[src/rtl/apb_req_mgr.sv]
// rtl/apb_req_mgr.sv - APB3 manager: single-outstanding valid/ready request to APB SETUP/ACCESS bridge
// Optional ACCESS-phase timeout is compiled in with `define APB_MGR_TIMEOUT_EN.
module apb_req_mgr #(
  parameter int AddrWidth     = 32,
  parameter int DataWidth     = 32,
  parameter int TimeoutCycles = 16
) (
  input  logic                 clk_i,
  input  logic                 rst_ni,
  input  logic                 req_valid_i,
  output logic                 req_ready_o,
  input  logic [AddrWidth-1:0] req_addr_i,
  input  logic                 req_we_i,
  input  logic [DataWidth-1:0] req_wdata_i,
  output logic                 rsp_valid_o,
  input  logic                 rsp_ready_i,
  output logic [DataWidth-1:0] rsp_rdata_o,
  output logic                 rsp_err_o,
  output logic [AddrWidth-1:0] paddr_o,
  output logic                 psel_o,
  output logic                 penable_o,
  output logic                 pwrite_o,
  output logic [DataWidth-1:0] pwdata_o,
  input  logic [DataWidth-1:0] prdata_i,
  input  logic                 pready_i,
  input  logic                 pslverr_i
);

  typedef enum logic [1:0] {
    IDLE   = 2'd0,
    SETUP  = 2'd1,
    ACCESS = 2'd2,
    RESP   = 2'd3
  } state_e;

  state_e               state_q, state_d;
  logic [AddrWidth-1:0] addr_q;
  logic                 we_q;
  logic [DataWidth-1:0] wdata_q;
  logic [DataWidth-1:0] rdata_q;
  logic                 err_q;
  logic                 accept;
  logic                 misaligned;
  logic                 timeout_hit;

  assign accept     = (state_q == IDLE) && req_valid_i;
  assign misaligned = (req_addr_i[1:0] != 2'b00);

`ifdef APB_MGR_TIMEOUT_EN
  localparam int CntW = (TimeoutCycles > 1) ? $clog2(TimeoutCycles) : 1;
  logic [CntW-1:0] cnt_q;

  // Abort only when pready is still low on the last allowed ACCESS cycle; pready wins a tie.
  assign timeout_hit = (state_q == ACCESS) && !pready_i && (cnt_q == CntW'(TimeoutCycles - 1));

  // Wait-state counter: cleared in SETUP so it starts at 0 on the first ACCESS cycle.
  always_ff @(posedge clk_i or negedge rst_ni) begin
    if (!rst_ni) begin
      cnt_q <= '0;
    end else if (state_q == SETUP) begin
      cnt_q <= '0;
    end else if (state_q == ACCESS && !pready_i) begin
      cnt_q <= cnt_q + CntW'(1);
    end
  end
`else
  logic unused_timeout_cfg;
  assign unused_timeout_cfg = ^TimeoutCycles;
  assign timeout_hit        = 1'b0;
`endif

  // State register; reset drops psel/penable/rsp_valid immediately and abandons any transfer.
  always_ff @(posedge clk_i or negedge rst_ni) begin
    if (!rst_ni) begin
      state_q <= IDLE;
    end else begin
      state_q <= state_d;
    end
  end

  // Next-state and handshake/APB control outputs decoded from the current state.
  always_comb begin
    state_d     = state_q;
    req_ready_o = 1'b0;
    psel_o      = 1'b0;
    penable_o   = 1'b0;
    rsp_valid_o = 1'b0;
    case (state_q)
      IDLE: begin
        req_ready_o = 1'b1;
        if (req_valid_i) begin
          state_d = misaligned ? RESP : SETUP;
        end
      end
      SETUP: begin
        psel_o  = 1'b1;
        state_d = ACCESS;
      end
      ACCESS: begin
        psel_o    = 1'b1;
        penable_o = 1'b1;
        if (pready_i || timeout_hit) begin
          state_d = RESP;
        end
      end
      RESP: begin
        rsp_valid_o = 1'b1;
        if (rsp_ready_i) begin
          state_d = IDLE;
        end
      end
      default: state_d = IDLE;
    endcase
  end

  // Request capture on accept and response capture at the end of ACCESS; held otherwise
  // so the APB address/data lines do not toggle while the bus is idle.
  always_ff @(posedge clk_i or negedge rst_ni) begin
    if (!rst_ni) begin
      addr_q  <= '0;
      we_q    <= 1'b0;
      wdata_q <= '0;
      rdata_q <= '0;
      err_q   <= 1'b0;
    end else if (accept) begin
      addr_q  <= req_addr_i;
      we_q    <= req_we_i;
      wdata_q <= req_wdata_i;
      rdata_q <= '0;
      err_q   <= misaligned;
    end else if (state_q == ACCESS) begin
      if (pready_i) begin
        rdata_q <= (we_q || pslverr_i) ? '0 : prdata_i;
        err_q   <= pslverr_i;
      end else if (timeout_hit) begin
        rdata_q <= '0;
        err_q   <= 1'b1;
      end
    end
  end

  assign paddr_o     = addr_q;
  assign pwrite_o    = we_q;
  assign pwdata_o    = wdata_q;
  assign rsp_rdata_o = rdata_q;
  assign rsp_err_o   = err_q;

endmodule
[config.mk]
export PLATFORM = sky130hd
export DESIGN_NAME = apb_req_mgr
export DESIGN_NICKNAME = d
export VERILOG_FILES = /design/src/rtl/apb_req_mgr.sv
export SDC_FILE = /design/constraint.sdc
export NUM_CORES = 1
export LEC_CHECK = 0
export ABC_AREA = 1
export ABC_CLOCK_PERIOD_IN_PS = 2600
export CAP_MARGIN = 40
export CORE_MARGIN = 8
export CORE_UTILIZATION = 25
export DETAILED_ROUTE_END_ITERATION = 8
export GPL_ROUTABILITY_DRIVEN = 0
export PLACE_DENSITY = 0.6
export SLEW_MARGIN = 20
export SYNTH_ARGS = -nofsm -noshare
export SYNTH_HDL_FRONTEND = slang
export SYNTH_SLANG_ARGS = --single-unit
[constraint.sdc]
create_clock -name clk_i -period 2.6 [get_ports clk_i]
set_input_delay 0.65 -clock clk_i [delete_from_list [all_inputs] [get_ports clk_i]]
set_output_delay 0.65 -clock clk_i [all_outputs]
set_load 0.005 [all_outputs]
==> results of run 1 <==
-- synthesized netlist by cell type --
| master | instances | area (sq um) |
|---|---|---|
| nand2_1 | 206 | 773 |
| dfrtp_1 | 100 | 2500 |
| nor2_1 | 33 | 124 |
| a21oi_1 | 32 | 160 |
| o21ai_0 | 29 | 145 |
| buf_6 | 13 | 146 |
| inv_1 | 9 | 33.8 |
| buf_2 | 5 | 25.0 |
| ha_1 | 4 | 50.1 |
| nand3_1 | 4 | 20.0 |
| buf_4 | 3 | 22.5 |
| o21ai_1 | 3 | 15.0 |
| clkbuf_1 | 2 | 7.51 |
| clkbuf_2 | 2 | 10.0 |
| inv_2 | 2 | 7.51 |
| nand2_2 | 2 | 12.5 |
| o21ai_2 | 2 | 17.5 |
| buf_1 | 1 | 3.75 |
| nor2_2 | 1 | 6.26 |
| or2_2 | 1 | 6.26 |
-- worst paths after layout --
check,from,endpoint,slack [ns],cells after the start
setup reg to reg,state_q[0],rsp_err_o,0.94,7
setup / recovery,state_q[0],req_ready_o,0.25,3
hold / removal,rst_ni,paddr_o[0],0.26,1
min in group clk_i,paddr_o[4],paddr_o[4],0.48,2
max in group asynchronous,rst_ni,pwdata_o[2],1.73,2
hold reg to reg,paddr_o[4],paddr_o[4],0.48,2
-- layout make-up --
| class | count | area (sq um) | area share |
|---|---|---|---|
| multi-input cells | 317 | 1340 | 0.202 |
| clock buffers | 9 | 225 | 0.0341 |
| flip-flops and latches | 100 | 2500 | 0.379 |
| repair buffers | 211 | 2130 | 0.322 |
| clock inverters | 5 | 103 | 0.0155 |
| inverters | 11 | 41.3 | 0.00625 |
| well taps | 216 | 270 | 0.0409 |
-- logic make-up (layout without fill, tap and decap cells) --
group,count (synthesis),in the layout,synth area share
buffers and inverters,37,236,0.0627
AOI/OAI and AO/OA,66,66,0.0826
and+or+nand+nor,247,247,0.230
adders and majority gates,4,4,0.0122
DFF,100,100,0.612
-- critical path: stages (launching register included) --
cell and delay (ns):
dfrtp_1 0.40, inv_1 0.11, ha_1 0.30, clkdlybuf4s50_1 0.56
-- report_power, final --
part / internal [W] / switching, W / total, W
logic: 0.00184 / 0.00143 / 0.00327
registers: 0.00228 / 0.000408 / 0.00269
clock network: 0.000928 / 0.000551 / 0.00148
total: 0.00504 / 0.00239 / 0.00744
-- cell usage in the layout, fill, tap and decap left out, drive strengths merged --
cell type	count
a21oi	32
buf	8
bufinv	3
clkbuf	9
clkdlybuf4s50	203
clkinv	1
clkinvlp	1
dfrtp	100
ha	4
inv	11
nand2	208
nand3	4
nor2	34
o21ai	34
or2	1
-- flip-flops by register name (all words and copies together) (netlist names) --
name	count
paddr_o	32
pwdata_o	32
pwrite_o	1
rsp_err_o	1
rsp_rdata_o	32
state_q	2
-- per-layer routing --
layer	up-vias	global-route usage	part of all wire
met5	-	0	0
met4	0	0.0675	0.030
met3	24	0.0372	0.075
met2	129	0.216	0.50
met1	1675	0.144	0.39
li1	1811	-	-
-- per-stage QoR --
step | utilization | power [W] | worst slack, ns | instance area (sq um) | hold slack [ns]
after floorplan | - | 0.00402 | 1.23 | 4090 | 0.354
after global placement | 0.394 | 0.00595 | 0.583 | 6280 | 0.461
after detailed placement | 0.394 | 0.00603 | 0.563 | 6280 | 0.466
after CTS | 0.414 | 0.00758 | 0.192 | 6610 | 0.264
after global routing | 0.414 | 0.00802 | 0.108 | 6610 | 0.279
final | 0.414 | 0.00744 | 0.246 | 6610 | 0.257
==> flow_summary.yaml, run 1 <==
status:
  outcome: "finished, final reports clean"
timing:
  rsz0062_at_grt: "false"
  fin_crit_sh: 0.906
  clock_skew_ns: 0.00529
  hold_viol_final: 0
  max_freq_mhz: 425
  finalMaxSlewViolations: 0
  setup_viol: 0
  post-route-min-period_ns: 2.35
  max_slew_margin: 0.663
  final.setup.tns_ns: 0
  worst_pin_slew_ns: 0.505
die:
  die_height_microns: 144
  io_pins: 205
  die_area_sq_mm: 0.0207
  start_util: 0.256
  core_sq_mm: 0.0159
  die_w_microns: 144
  num_rows: 46
routing:
  routed_wl_microns: 13200
  routed_via_density: 4.19
  vias: 3639
  wire_per_inst_microns: 15.2
  ant_nets: 0
  drtIter0Drc: 168
  drcViolationCount: 0
  dr.pass1.iters: 4
power_and_ir_drop:
  pwr_density_cell_mw_per_mm2: 1130
  irDropWorstVdd_v: 0.000472
  p_leak_nw: 3.15
critical_path:
  cp-start-kind: "register"
  cp.arrival_ns: 1.70
  worstPathMaxFanout: 6
  cp-end-kind: "primary output"
  critPathRequiredTime_ns: 1.95
  worstSetupPathType: "reg2out"
yosys:
  synth.avg_cell_area_sq_um: 9.01
  synth_seq_cells: 100
  synthCells: 454
  yosysUniqueCellTypes: 20
  yosys_warnings: 0
  synthesis.nets: 561
  yosysSeqAreaShare: 0.612
  netlist_area_sq_mm: 0.00409
grt:
  track_usage: 0.128
  antenna_found_initial: 0
  grt_max_degree: 102
  grt_remaining_overflow: 0
  grt_pass1_vias: 3903
  grt_pass1_wl_microns: 20700
cts:
  clk_pin_slew_ns: 0.06
  cts_hold_buf: 0
  cts_root_buffer: "clkbuf_16"
  postCtsSetupBuffers: 0
  clk_latency_ns: 0.34
  numCtsBuffers: 9
  clockBufferDepth: 2
  h-tree-depth: 3
  cts_tree: "built"
  cts_sinks: 100
  cts.repair.resized: 0
layout:
  fill_cells: 1554
  diodes: 0
  fin_cells: 869
  drive_above_1_share: 0.0459
  fin_nets: 757
  syn_to_final_growth_pct: 61.6
place:
  dpl.hpwl_microns: 9850
  dp.cells: 855
  port_buffers: 204
hold_path:
  hold_class: "in2async"
run:
  cap_violations: 0
No activity file was read; power rests on OpenSTA's default activity.
==> inputs of run 2 (changes only) <==
CTS_BUF_LIST = sky130_fd_sc_hd__clkbuf_8   (was unset)
==> flow_summary.yaml, run 2 (synthesis results as in run 1) <==
cts:
  cts_hold_buf: 0
  cts_root_buffer: "clkbuf_8"
  clk_latency_ns: 0.36
  clk_pin_slew_ns: 0.09
  cts.repair.resized: 0
  postCtsSetupBuffers: 0
  h-tree-depth: 3
  cts_sinks: 100
  numCtsBuffers: 9
  cts_tree: "built"
  clockBufferDepth: 2
routing:
  routed_via_density: 4.21
  dr.pass1.iters: 4
  routed_wl_microns: 13200
  drtIter0Drc: 165
  ant_nets: 0
  vias: 3658
  wire_per_inst_microns: 15.2
  drcViolationCount: 0
power_and_ir_drop:
  clkPwrFrac: 0.161
  p_int_w: 0.00474
  sequentialPowerShare: 0.377
  p_leak_nw: 3.10
  p_sw_frac: 0.333
  pwr_density_cell_mw_per_mm2: 1090
  power.share.combinational: 0.461
  power_switching_w: 0.00236
  irDropWorstVdd_v: 0.000427
grt:
  antenna_found_initial: 0
  grt_remaining_overflow: 0
  grt_pass1_wl_microns: 20700
  grt_max_degree: 102
  track_usage: 0.128
  grt_pass1_vias: 3894
timing:
  max_slew_margin: 0.662
  finalMaxSlewViolations: 0
  max_freq_mhz: 419
  setup_viol: 0
  rsz0062_at_grt: "false"
  final.setup.tns_ns: 0
  fin_crit_sh: 0.918
  worst_pin_slew_ns: 0.506
  clock_skew_ns: 0.00995
  hold_viol_final: 0
  post-route-min-period_ns: 2.39
critical_path:
  worstSetupPathType: "reg2out"
  critPathRequiredTime_ns: 1.95
  cp-start-kind: "register"
  startpoint: "state_q[0]"
  cp-end-kind: "primary output"
  r2r_start: "state_q[0]"
  cp.arrival_ns: 1.74
  worstPathMaxFanout: 6
layout:
  mostFrequentLayoutCells: "nand2_1, clkdlybuf4s50_1, dfrtp_1"
  fin_nets: 757
  final_common_cell: "nand2_1"
  fin_util: 0.408
  syn_to_final_growth_pct: 59.1
  drive_above_1_share: 0.0459
  diodes: 0
die:
  die_w_microns: 144
  start_util: 0.256
  die_area_sq_mm: 0.0207
  num_rows: 46
  io_pins: 205
  die_height_microns: 144
  core_sq_mm: 0.0159
place:
  port_buffers: 204
  dpl.hpwl_microns: 9850
hold_path:
  hold_class: "in2async"
status:
  outcome: "finished, final reports clean"
run:
  cap_violations: 0
run 2: worst paths after layout:
path	to	slack, ns	depth (start not counted)
setup / recovery	req_ready_o	0.21	3
hold / removal	paddr_o[0]	0.23	1
setup reg to reg	rsp_err_o	0.94	7
hold reg to reg	paddr_o[4]	0.48	2
max in group asynchronous	pwdata_o[2]	1.76	2
min in group clk_i	paddr_o[4]	0.48	2
run 2: area by class of cell:
type	count	area (sq um)
fillers	1563	9440
flip-flops and latches	100	2500
repair buffers	211	2130
multi-input cells	317	1340
well taps	216	270
clock buffers	9	124
clock inverters	5	103
inverters	11	41.3
run 2: stage by stage:
step           hold WS [ns]  worst slack, ns  std cells  power, W  area [sq um]
2_1_floorplan         0.354             1.23        454   0.00402          4090
3_3_place_gp          0.461            0.583        855   0.00595          6280
3_5_place_dp          0.466            0.563        855   0.00603          6280
4_1_cts               0.213            0.139        869   0.00723          6500
5_1_grt               0.227           0.0521        869   0.00768          6500
6_report              0.227            0.213        869   0.00710          6500
run 2: per-layer routing:
| layer | wire [microns] | vias up | share of wire | global-route usage |
|---|---|---|---|---|
| met5 | 0 | - | 0 | 0 |
| met4 | 432 | 0 | 0.033 | 0.0747 |
| met3 | 1000 | 27 | 0.076 | 0.0368 |
| met2 | 6560 | 145 | 0.50 | 0.213 |
| met1 | 5230 | 1679 | 0.40 | 0.144 |
| li1 | - | 1807 | - | - |
run 2: critical path, stage by stage, from the launching register on:
cell	delay, ns
dfrtp_1	0.41
inv_1	0.11
ha_1	0.30
clkdlybuf4s50_1	0.56
run 2: power by group through the flow:
| stage | sequential [W] | clock [W] | combinational (W) |
|---|---|---|---|
| after floorplan | 0.00271 | 0 | 0.00131 |
| after global placement | 0.00268 | 0 | 0.00327 |
| after detailed placement | 0.00269 | 0 | 0.00335 |
| after CTS | 0.00268 | 0.00120 | 0.00335 |
| after global routing | 0.00277 | 0.00127 | 0.00364 |
| final | 0.00268 | 0.00115 | 0.00328 |
==> inputs of run 3 (changes only) <==
CAP_MARGIN = 15   (was 40)
==> results of run 3 <==
Same layout as run 2: the final DEF is identical, and so are final timing and power.
